==> config.mk <==
export PLATFORM = sky130hd
export DESIGN_NAME = keypad_scanner_flat
export DESIGN_NICKNAME = d
export VERILOG_FILES = /design/src/rtl/keypad_pkg.sv /design/src/rtl/keypad_if.sv /design/src/rtl/keypad_sync.sv /design/src/rtl/keypad_scanner.sv /design/src/flat_wrapper.sv
export SDC_FILE = /design/constraint.sdc
export NUM_CORES = 1
export LEC_CHECK = 0
export ABC_AREA = 1
export CORE_MARGIN = 1.5
export CORE_UTILIZATION = 55
export CTS_CLUSTER_DIAMETER = 100
export DETAILED_ROUTE_END_ITERATION = 6
export PLACE_DENSITY_LB_ADDON = 0.25
export SYNTH_ARGS = -nofsm -noshare
export SYNTH_HDL_FRONTEND = slang
export SYNTH_HIERARCHICAL = 1
export SYNTH_SLANG_ARGS = --single-unit
export TNS_END_PERCENT = 1
==> constraint.sdc <==
create_clock -name clk -period 3.03 [get_ports clk]
set_input_delay 0.303 -clock clk [delete_from_list [all_inputs] [get_ports clk]]
set_output_delay 0.303 -clock clk [all_outputs]
set_load 0.005 [all_outputs]
==> src/rtl/keypad_pkg.sv <==
// keypad_pkg: shared types and helpers for the 4x4 hex keypad scanner.
//   - state_t      : scanner FSM states (SCAN, DEBOUNCE, HELD)
//   - key_code_t   : 4-bit key code, row*4 + col
//   - one_hot_t    : decoded row sample (valid flag + row index)
//   - one_hot_index: decode an active-low 4-bit vector; valid only when
//                    exactly one bit is low
package keypad_pkg;

    localparam int KEY_ROWS = 4;
    localparam int KEY_COLS = 4;

    typedef logic [3:0] key_code_t;

    typedef enum logic [1:0] {SCAN, DEBOUNCE, HELD} state_t;

    typedef struct packed {
        logic       valid;
        logic [1:0] idx;
    } one_hot_t;

    // All-high (no key) and multi-low (ghosting) both come back invalid.
    function automatic one_hot_t one_hot_index(input logic [3:0] vec_n);
        one_hot_t res;
        res = '0;
        case (vec_n)
            4'b1110: begin res.valid = 1'b1; res.idx = 2'd0; end
            4'b1101: begin res.valid = 1'b1; res.idx = 2'd1; end
            4'b1011: begin res.valid = 1'b1; res.idx = 2'd2; end
            4'b0111: begin res.valid = 1'b1; res.idx = 2'd3; end
            default: res = '0;
        endcase
        return res;
    endfunction

endpackage

==> src/rtl/keypad_if.sv <==
// keypad_if: key handshake and display-value bus between the scanner and
// the CPU/MMIO side.
//   key_valid/key_code : pending key, valid/ready handshake (master drives)
//   key_ready          : consumer pop (slave drives)
//   value              : 32-bit nibble shift register, newest in [3:0]
//   overflow           : sticky dropped-key flag
//   clr                : synchronous clear of value and overflow (slave drives)
interface keypad_if;
    import keypad_pkg::*;

    logic        key_valid;
    key_code_t   key_code;
    logic        key_ready;
    logic [31:0] value;
    logic        overflow;
    logic        clr;

    modport master (
        output key_valid, key_code, value, overflow,
        input  key_ready, clr
    );

    modport slave (
        input  key_valid, key_code, value, overflow,
        output key_ready, clr
    );

endinterface

==> src/rtl/keypad_sync.sv <==
// keypad_sync: two-flop synchronizer for the asynchronous keypad rows.
//   clk, rst : system clock, synchronous active-high reset
//   d        : asynchronous input
//   q        : synchronized output (two clk cycles of delay)
module keypad_sync #(
    parameter int               WIDTH   = 4,
    parameter logic [WIDTH-1:0] RST_VAL = '1
) (
    input  logic             clk,
    input  logic             rst,
    input  logic [WIDTH-1:0] d,
    output logic [WIDTH-1:0] q
);

    logic [WIDTH-1:0] meta_q;
    logic [WIDTH-1:0] sync_q;

    always_ff @(posedge clk) begin
        if (rst) begin
            meta_q <= RST_VAL;
            sync_q <= RST_VAL;
        end else begin
            meta_q <= d;
            sync_q <= meta_q;
        end
    end

    assign q = sync_q;

endmodule

==> src/rtl/keypad_scanner.sv <==
// keypad_scanner: 4x4 hex matrix keypad scanner with debounce, valid/ready
// key handshake and a 32-bit shift register of entered nibbles.
//   clk, rst : system clock, synchronous active-high reset
//   rows     : keypad rows, active-low, asynchronous
//   cols     : keypad column drive, active-low one-hot
//   kp       : keypad_if.master (key_valid/key_code/key_ready, value,
//              overflow, clr)
// Each column is driven for SCAN_DIV cycles and rows are judged on the last
// cycle of the dwell. A press or release must be seen on DEBOUNCE
// consecutive samples to count.
module keypad_scanner
    import keypad_pkg::*;
#(
    parameter int SCAN_DIV = 16,
    parameter int DEBOUNCE = 4
) (
    input  logic       clk,
    input  logic       rst,
    input  logic [3:0] rows,
    output logic [3:0] cols,
    keypad_if.master   kp
);

    localparam int DW = $clog2(SCAN_DIV);
    localparam int CW = $clog2(DEBOUNCE + 1);
    localparam logic [DW-1:0] DWELL_LAST = DW'(SCAN_DIV - 1);
    localparam logic [CW-1:0] CNT_LAST   = CW'(DEBOUNCE);

    state_t      state_q, state_d;
    logic [DW-1:0] dwell_q, dwell_d;
    logic [1:0]  col_q, col_d;
    logic [1:0]  row_q, row_d;
    logic [CW-1:0] cnt_q, cnt_d;
    logic        key_valid_q, key_valid_d;
    key_code_t   key_code_q, key_code_d;
    logic [31:0] value_q, value_d;
    logic        overflow_q, overflow_d;

    logic [3:0]  srows;
    one_hot_t    hit_s;
    logic        sample;
    logic        accept;
    key_code_t   code;
    logic [CW-1:0] cnt_inc;

    keypad_sync #(.WIDTH(4), .RST_VAL(4'b1111)) u_sync (
        .clk (clk),
        .rst (rst),
        .d   (rows),
        .q   (srows)
    );

    assign hit_s   = one_hot_index(srows);
    assign sample  = (dwell_q == DWELL_LAST);
    assign cnt_inc = cnt_q + CW'(1);

    always_comb begin
        state_d = state_q;
        dwell_d = sample ? '0 : dwell_q + DW'(1);
        col_d   = col_q;
        row_d   = row_q;
        cnt_d   = cnt_q;
        accept  = 1'b0;

        if (sample) begin
            case (state_q)
                keypad_pkg::SCAN: begin
                    if (hit_s.valid) begin
                        row_d = hit_s.idx;
                        if (DEBOUNCE == 1) begin
                            // Single-sample debounce: accept straight away,
                            // cnt becomes the release counter.
                            accept  = 1'b1;
                            state_d = keypad_pkg::HELD;
                            cnt_d   = '0;
                        end else begin
                            state_d = keypad_pkg::DEBOUNCE;
                            cnt_d   = CW'(1);
                        end
                    end else begin
                        col_d = col_q + 2'd1;
                    end
                end
                keypad_pkg::DEBOUNCE: begin
                    if (hit_s.valid && hit_s.idx == row_q) begin
                        if (cnt_inc == CNT_LAST) begin
                            accept  = 1'b1;
                            state_d = keypad_pkg::HELD;
                            cnt_d   = '0;
                        end else begin
                            cnt_d = cnt_inc;
                        end
                    end else begin
                        state_d = keypad_pkg::SCAN;
                        col_d   = col_q + 2'd1;
                        cnt_d   = '0;
                    end
                end
                keypad_pkg::HELD: begin
                    // Any hit (even another row) means something is still down.
                    if (hit_s.valid) begin
                        cnt_d = '0;
                    end else if (cnt_inc == CNT_LAST) begin
                        state_d = keypad_pkg::SCAN;
                        col_d   = col_q + 2'd1;
                        cnt_d   = '0;
                    end else begin
                        cnt_d = cnt_inc;
                    end
                end
                default: begin
                    state_d = keypad_pkg::SCAN;
                    cnt_d   = '0;
                end
            endcase
        end

        // row_d carries the fresh row on a direct SCAN accept.
        code = {row_d, col_q};

        value_d     = kp.clr ? '0 : value_q;
        overflow_d  = kp.clr ? 1'b0 : overflow_q;
        key_valid_d = key_valid_q;
        key_code_d  = key_code_q;

        if (key_valid_q && kp.key_ready)
            key_valid_d = 1'b0;

        if (accept) begin
            value_d = {value_d[27:0], code};
            if (!key_valid_q || kp.key_ready) begin
                key_valid_d = 1'b1;
                key_code_d  = code;
            end else begin
                overflow_d = 1'b1;
            end
        end
    end

    always_ff @(posedge clk) begin
        if (rst) begin
            state_q     <= keypad_pkg::SCAN;
            dwell_q     <= '0;
            col_q       <= '0;
            row_q       <= '0;
            cnt_q       <= '0;
            key_valid_q <= 1'b0;
            key_code_q  <= '0;
            value_q     <= '0;
            overflow_q  <= 1'b0;
        end else begin
            state_q     <= state_d;
            dwell_q     <= dwell_d;
            col_q       <= col_d;
            row_q       <= row_d;
            cnt_q       <= cnt_d;
            key_valid_q <= key_valid_d;
            key_code_q  <= key_code_d;
            value_q     <= value_d;
            overflow_q  <= overflow_d;
        end
    end

    assign cols        = ~(KEY_COLS'(1) << col_q);
    assign kp.key_valid = key_valid_q;
    assign kp.key_code  = key_code_q;
    assign kp.value     = value_q;
    assign kp.overflow  = overflow_q;

endmodule
==> src/flat_wrapper.sv <==
// flat-port wrapper written by rule: the top's interface ports become plain ports
module keypad_scanner_flat import keypad_pkg::*;
#(
    parameter int SCAN_DIV = 16,
    parameter int DEBOUNCE = 4
)
  (clk, rst, rows, cols, kp_key_valid, kp_key_code, kp_value, kp_overflow, kp_key_ready, kp_clr);
  keypad_if kp_i ();
  input  logic clk;
  input  logic rst;
  input  logic [3:0] rows;
  output logic [3:0] cols;
  output wire logic [$bits(kp_i.key_valid)-1:0] kp_key_valid;
  output wire logic [$bits(kp_i.key_code)-1:0] kp_key_code;
  output wire logic [$bits(kp_i.value)-1:0] kp_value;
  output wire logic [$bits(kp_i.overflow)-1:0] kp_overflow;
  input wire logic [$bits(kp_i.key_ready)-1:0] kp_key_ready;
  input wire logic [$bits(kp_i.clr)-1:0] kp_clr;
  assign kp_key_valid = kp_i.key_valid;
  assign kp_key_code = kp_i.key_code;
  assign kp_value = kp_i.value;
  assign kp_overflow = kp_i.overflow;
  assign kp_i.key_ready = kp_key_ready;
  assign kp_i.clr = kp_clr;
  keypad_scanner #(.SCAN_DIV(SCAN_DIV), .DEBOUNCE(DEBOUNCE)) u_core (.clk(clk), .rst(rst), .rows(rows), .cols(cols), .kp(kp_i));
endmodule
Word level (Yosys, flattened, before mapping)
Index checks and enable logic that the tools add are counted.
{"block": "word_totals", "register_bits": 59, "latchBits": 0, "ram_bits": 0, "romBits": 0, "input_bits": 8, "out_inout_bits": 42, "elab_cells": 76, "mem_count": 0}
{"block": "classes", "add_sub_neg": 3, "n_mul": 0, "div": 0, "n_lt_le_gt_ge": 0, "n_eq_ne": 15, "shifts": 1, "muxes": 32, "bitwise": 1, "n_reduce_logical": 12}
{"op": "$mux 32", "n": 2}
{"op": "$mux 2", "n": 12}
{"op": "$eq 4x4->1 const B", "n": 4}
{"op": "$mux 3", "n": 4}
{"op": "$pmux 2 s3", "n": 2}
{"op": "$pmux 3 s4", "n": 1}
{"op": "$mux 1", "n": 10}
{"op": "$pmux 3 s3", "n": 1}
{"op": "$ne 2x2->1 const B", "n": 3}
{"op": "$reduce_and 6->1", "n": 1}
{"op": "$reduce_and 5->1", "n": 1}
{"op": "$add 4x1->4 const B", "n": 1}
{"op": "$eq 4x3->1 const B", "n": 1}
{"op": "$ne 2x1->1 const B", "n": 2}
{"op": "$not 4->4", "n": 1}
{"op": "$reduce_and 2->1", "n": 2}
{"op": "$shl 1x2->4 const A", "n": 1}
{"op": "$add 3x1->3 const B", "n": 1}
{"op": "$eq 3x3->1 const B", "n": 1}
{"op": "$ne 3x3->1 const B", "n": 1}
{"op": "$reduce_bool 3->1", "n": 1}
{"op": "$add 2x1->2 const B", "n": 1}
{"op": "$eq 2x1->1 const B", "n": 1}
{"op": "$eq 2x2->1", "n": 1}
{"op": "other kinds (7)", "n": 8}

Depth between registers and ports, before layout
{"block": "logic_depth", "ltp_word": 8, "ltp_mapped": 12, "mapped_depth_nobuf": 12}

Hierarchy
Netlist, hierarchy kept.
{"module": "keypad_scanner", "n_inst": 1, "cells_per_inst": 373, "area_per_inst_um2": 2523.7, "seq_area_each_um2": 1021.0}
{"module": "keypad_sync", "n_inst": 1, "cells_per_inst": 25, "area_per_inst_um2": 224.0, "seq_area_each_um2": 160.2}

Least setup slack after synthesis
OpenSTA, ideal clock, no wires.
{"block": "synth_timing", "kind": "flip-flop to flip-flop", "startpoint": "register u_core.cnt_q[0]", "endpoint": "register u_core.value_q[11] (netlist: u_core/kp.value[11])", "setup_time_ns": 0.070, "arrival_time_ns": 1.568, "t_required_ns": 2.960, "path_slack_ns": 1.392, "path_stages_with_launch": 7, "n_path_buf": 2, "synth_period_minus_slack_ns": 1.638, "path_cell_list": "dfxtp_1 ha_1 ha_1 clkbuf_1 clkbuf_1 nand4_1 a21oi_1"}
{"block": "synth_between", "elab_chain_cells": 7}
{"element": "start: declaration", "line": "keypad_scanner.sv:33", "source": "logic [CW-1:0] cnt_q, cnt_d;"}
{"element": "start signal: assignment", "line": "keypad_scanner.sv:156", "source": "cnt_q <= cnt_d;"}
{"element": "$add 3x1->3", "line": "keypad_scanner.sv:55", "source": "assign cnt_inc = cnt_q + CW'(1);"}
{"element": "$eq 3x3->1", "line": "keypad_scanner.sv:86", "source": "if (cnt_inc == CNT_LAST) begin"}
{"element": "$mux 1", "line": "keypad_scanner.sv:86"}
{"element": "$mux 1", "line": "keypad_scanner.sv:85", "source": "if (hit_s.valid && hit_s.idx == row_q) begin"}
{"element": "$mux 1", "line": "keypad_scanner.sv:66", "source": "case (state_q)"}
{"element": "$mux 1", "line": "keypad_scanner.sv:65", "source": "if (sample) begin"}
{"element": "$mux 32", "line": "keypad_scanner.sv:129", "source": "if (accept) begin"}
{"element": "end signal: assignment", "line": "keypad_scanner.sv:159", "source": "value_q <= value_d;"}
{"element": "end: declaration", "line": "keypad_scanner.sv:36", "source": "logic [31:0] value_q, value_d;"}
No other way between the ends.
A chain may end at the register's enable or synchronous reset.

Final worst setup path
{"block": "layout_timing", "startpoint": "register u_core.col_q[0]", "endpoint": "output port cols[0]"}
{"block": "layout_between", "elab_chain_cells": 2}
{"element": "start: declaration", "line": "keypad_scanner.sv:31", "source": "logic [1:0] col_q, col_d;"}
{"element": "start signal: assignment", "line": "keypad_scanner.sv:154", "source": "col_q <= col_d;"}
{"element": "$shl 1x2->4", "line": "keypad_scanner.sv:164", "source": "assign cols = ~(KEY_COLS'(1) << col_q);"}
{"element": "$not 4->4", "line": "keypad_scanner.sv:164"}
{"element": "end: declaration", "line": "flat_wrapper.sv:12", "source": "output logic [3:0] cols;"}
No other way between the ends.

==> flow_summary_export.csv <==
group,metric,value,unit
synth,synth_cell_types,21,
clock_tree,cts.clk_slew.worst_paths,0.07,ns
setup_path,worst_path_most_repeated_cell,"inv_1",
setup_path,crit_chain,"inv_1 -> ha_1 -> inv_1 -> clkdlybuf4s50_1",
pwr,irDropWorstVdd,0.288,mV
detailed_routing,vias_per_cell,5.07,
synth,synth_edf_count,0,
grt,grt_max_degree,41,
outcome,status,"finished clean",
placement,gp_congestion,0.804,
final_layout,area.growth.synth_to_final,27.7,%
die,die_area,0.00543,mm²
sta,finalMaxSlewViolations,0,
setup_path,slowest_delay,0.52,ns
detailed_routing,first_pass_iters,7,
detailed_routing,routedWlPerCell,12.2,µm
synth,synth_cells,398,
setup_path,critical_path_class,"reg2out",
detailed_routing,wl,6.28,mm
grt,grt_pass1_vias,2189,
flow_run,maxCapViolations,0,
die,io_pins,50,
clock_tree,insertion_delay,0.34,ns
sta,grt_setup_unrepaired,"false",
grt,overflow,0,
final_layout,finalNetCount,459,
setup_path,cp-start-kind,"flip-flop",
die,die_x,73.7,µm
sta,finalSetupViolations,0,
pwr,finalPower,0.00171,W
die,fp-row-count,25,
detailed_routing,drc,0,
detailed_routing,ant_nets,0,
synth,synth_fp_nets,414,
clock_tree,cts_max_path_buffers,2,
clock_tree,post_cts_resized,0,
setup_path,path_max_fanout,6,
setup_path,path_buf_inv,3,
clock_tree,cts_root_buffer,"clkbuf_8",
clock_tree,cts_made_buffers,9,
die,coreArea,0.00475,mm²
clock_tree,h-tree-depth,3,
sta,relSlewSlack,72.4,%
grt,grt_usage,24.3,%
placement,port-buffer-count,49,
setup_path,cp_top_family,"buffers and inverters",
final_layout,drive_above_1_share,6.47,%
final_layout,multi_input_area,0.00117,mm²
placement,dpl-instance-area,0.00326,mm²
synth,yosys_warnings,6,
detailed_routing,vias,2612,
sta,timing.final.crit_share,65.6,%
final_layout,final-seq-area,0.00118,mm²
worst_hold_path,min-delay-path-class,"reg2reg",
sta,timing.final.hold_violations,0,
sta,fmax,0.503,GHz
setup_path,cp_data_arrival_time,1.68,ns
sta,fin_setup_tns,0,ns
pwr,power.leakage,1.42,nW
detailed_routing,initialDrtViolationCount,353,
grt,antenna_found_initial,0,
synth,syn_area_per_cell,6.90,µm²
synth,netlist_area,0.00275,mm²
synth,synth.ff_latch_count,59,
synth,synth_ff_type,"dfxtp_1",
sta,fin_skew,0.00721,ns
die,dieHeight,73.7,µm
sta,tightest_slew,0.414,ns
clock_tree,clock-sinks,59,
placement,place_hpwl,4.07,mm
clock_tree,post-cts-setup-buffers,0,
sta,fin_crit,1.99,ns
clock_tree,holdBufCountCts,0,
clock_tree,cts_tree,"built",
setup_path,crit_slowest_cell,"clkdlybuf4s50_1",
synth,ys_seq_area_share,43.0,%
pwr,p_per_area,488,mW/mm²
setup_path,r2r_setup_slack,1.05,ns
setup_path,cp.required,2.73,ns
setup_path,crit_path_end_kind,"output pin",
final_layout,design_area,0.00351,mm²
grt,grt_pass1_wl,9.99,mm
synth,async_reset_ff_share,0,%
final_layout,num_antenna_cells,0,
die,start_util,57.8,%
final_layout,num-fill-cells,388,
## report_power, final
group / internal (W) / switching [W]
Combinational: 0.0000204 / 0.0000378
Clock: 0.000553 / 0.000314
Sequential: 0.000784 / 0.00000437
## sequential cells by signal, summed over array words and instances, names as in the netlist
name,count
u_core/u_sync/meta_q,4
u_core/dwell_q,4
u_core/row_q,2
u_core/kp.value,32
u_core/state_q,2
u_core/kp.key_valid,1
u_core/kp.overflow,1
u_core/col_q,2
u_core/u_sync/q,4
u_core/cnt_q,3
u_core/kp.key_code,4
## metrics by stage
step | utilization, % | instances | setup WS (ns) | hold WS [ns]
2_1_floorplan | - | 398 | 1.39 | 0.387
3_3_place_gp | 68.6 | 499 | 1.15 | 0.392
3_5_place_dp | 68.6 | 499 | 1.10 | 0.392
4_1_cts | 73.8 | 515 | 1.04 | 0.407
5_1_grt | 73.8 | 515 | 0.873 | 0.432
6_report | 73.8 | 515 | 1.04 | 0.408
## worst paths after layout
path / start / endpoint / cells after the start
setup / recovery: u_core/col_q[0]$_SDFFE_PP0P_ / cols[0] / 4
hold / removal: u_core/u_sync/meta_q[3]$_SDFF_PP1_ / u_core/u_sync/q[3]$_SDFF_PP1_ / 2
setup reg to reg: u_core/dwell_q[0]$_SDFF_PP0_ / u_core/kp.overflow$_SDFF_PP0_ / 8
hold reg to reg: u_core/u_sync/meta_q[3]$_SDFF_PP1_ / u_core/u_sync/q[3]$_SDFF_PP1_ / 2
## cells in the mapped netlist (all sizes together) (2+ instances only)
| cell type | count | share of area, % |
|---|---|---|
| nand2 | 82 | 11 |
| dfxtp | 59 | 43 |
| o22ai | 2 | 0.46 |
| o21ai | 3 | 0.55 |
| nor3 | 2 | 0.36 |
| clkbuf | 11 | 1.5 |
| buf | 9 | 2.0 |
| ha | 8 | 3.6 |
| nor2 | 53 | 7.8 |
| nand4 | 29 | 6.6 |
| inv | 79 | 11 |
| a21oi | 40 | 7.3 |
| nand3 | 20 | 4.5 |
## cell type report
cell class | count | share of cell area (%)
Sequential cell | 59 | 33.7
Multi-Input combinational cell | 240 | 33.4
Timing Repair Buffer | 54 | 15.0
Inverter | 79 | 8.45
Clock buffer | 13 | 5.10
Tap cell | 67 | 2.39
Clock inverter | 3 | 1.93
## worst min-delay path, delay by kind of cell (launching register included)
kind | cells | cell delay [ns]
simple gates | 1 | 0.04
buf+inv | 1 | 0.03
flops | 1 | 0.30
## kinds of logic (layout without fill, tap and decap cells)
family	count (synthesis)	after routing	synth area share, %
flip-flops	59	59	43.0
buffers and inverters	99	149	14.3
adder cells (fa/ha/maj)	8	8	3.64
AND/OR/NAND/NOR	186	186	30.5
AO/OA/AOI/OAI	46	46	8.56
## metal layers
metal	vias up	global-route usage, %	part of all wire [%]
li1	1338	-	-
met1	1170	31.9	47
met2	89	37.0	46
met3	15	5.21	5.2
met4	0	13.4	2.3
met5	-	0	0
## cell usage in the layout (no fill, tap or decap)
cell	synthesis	routed
nand2_1	81	81
inv_1	77	77
dfxtp_1	59	59
nor2_1	51	51
clkdlybuf4s50_1	0	49
a21oi_1	40	40
nand4_1	29	29
nand3_1	17	17
clkbuf_8	0	13
ha_1	8	8
buf_4	0	5
o21ai_0	3	3
bufinv_16	0	2
nand3_2	2	2
nor2_4	2	2
o22ai_1	2	2
inv_2	2	2
nor3_1	2	2
clkinvlp_4	0	1
nand2_2	1	1
nand3_4	1	1
o211ai_1	1	1
(Power assumes the default switching activity.)
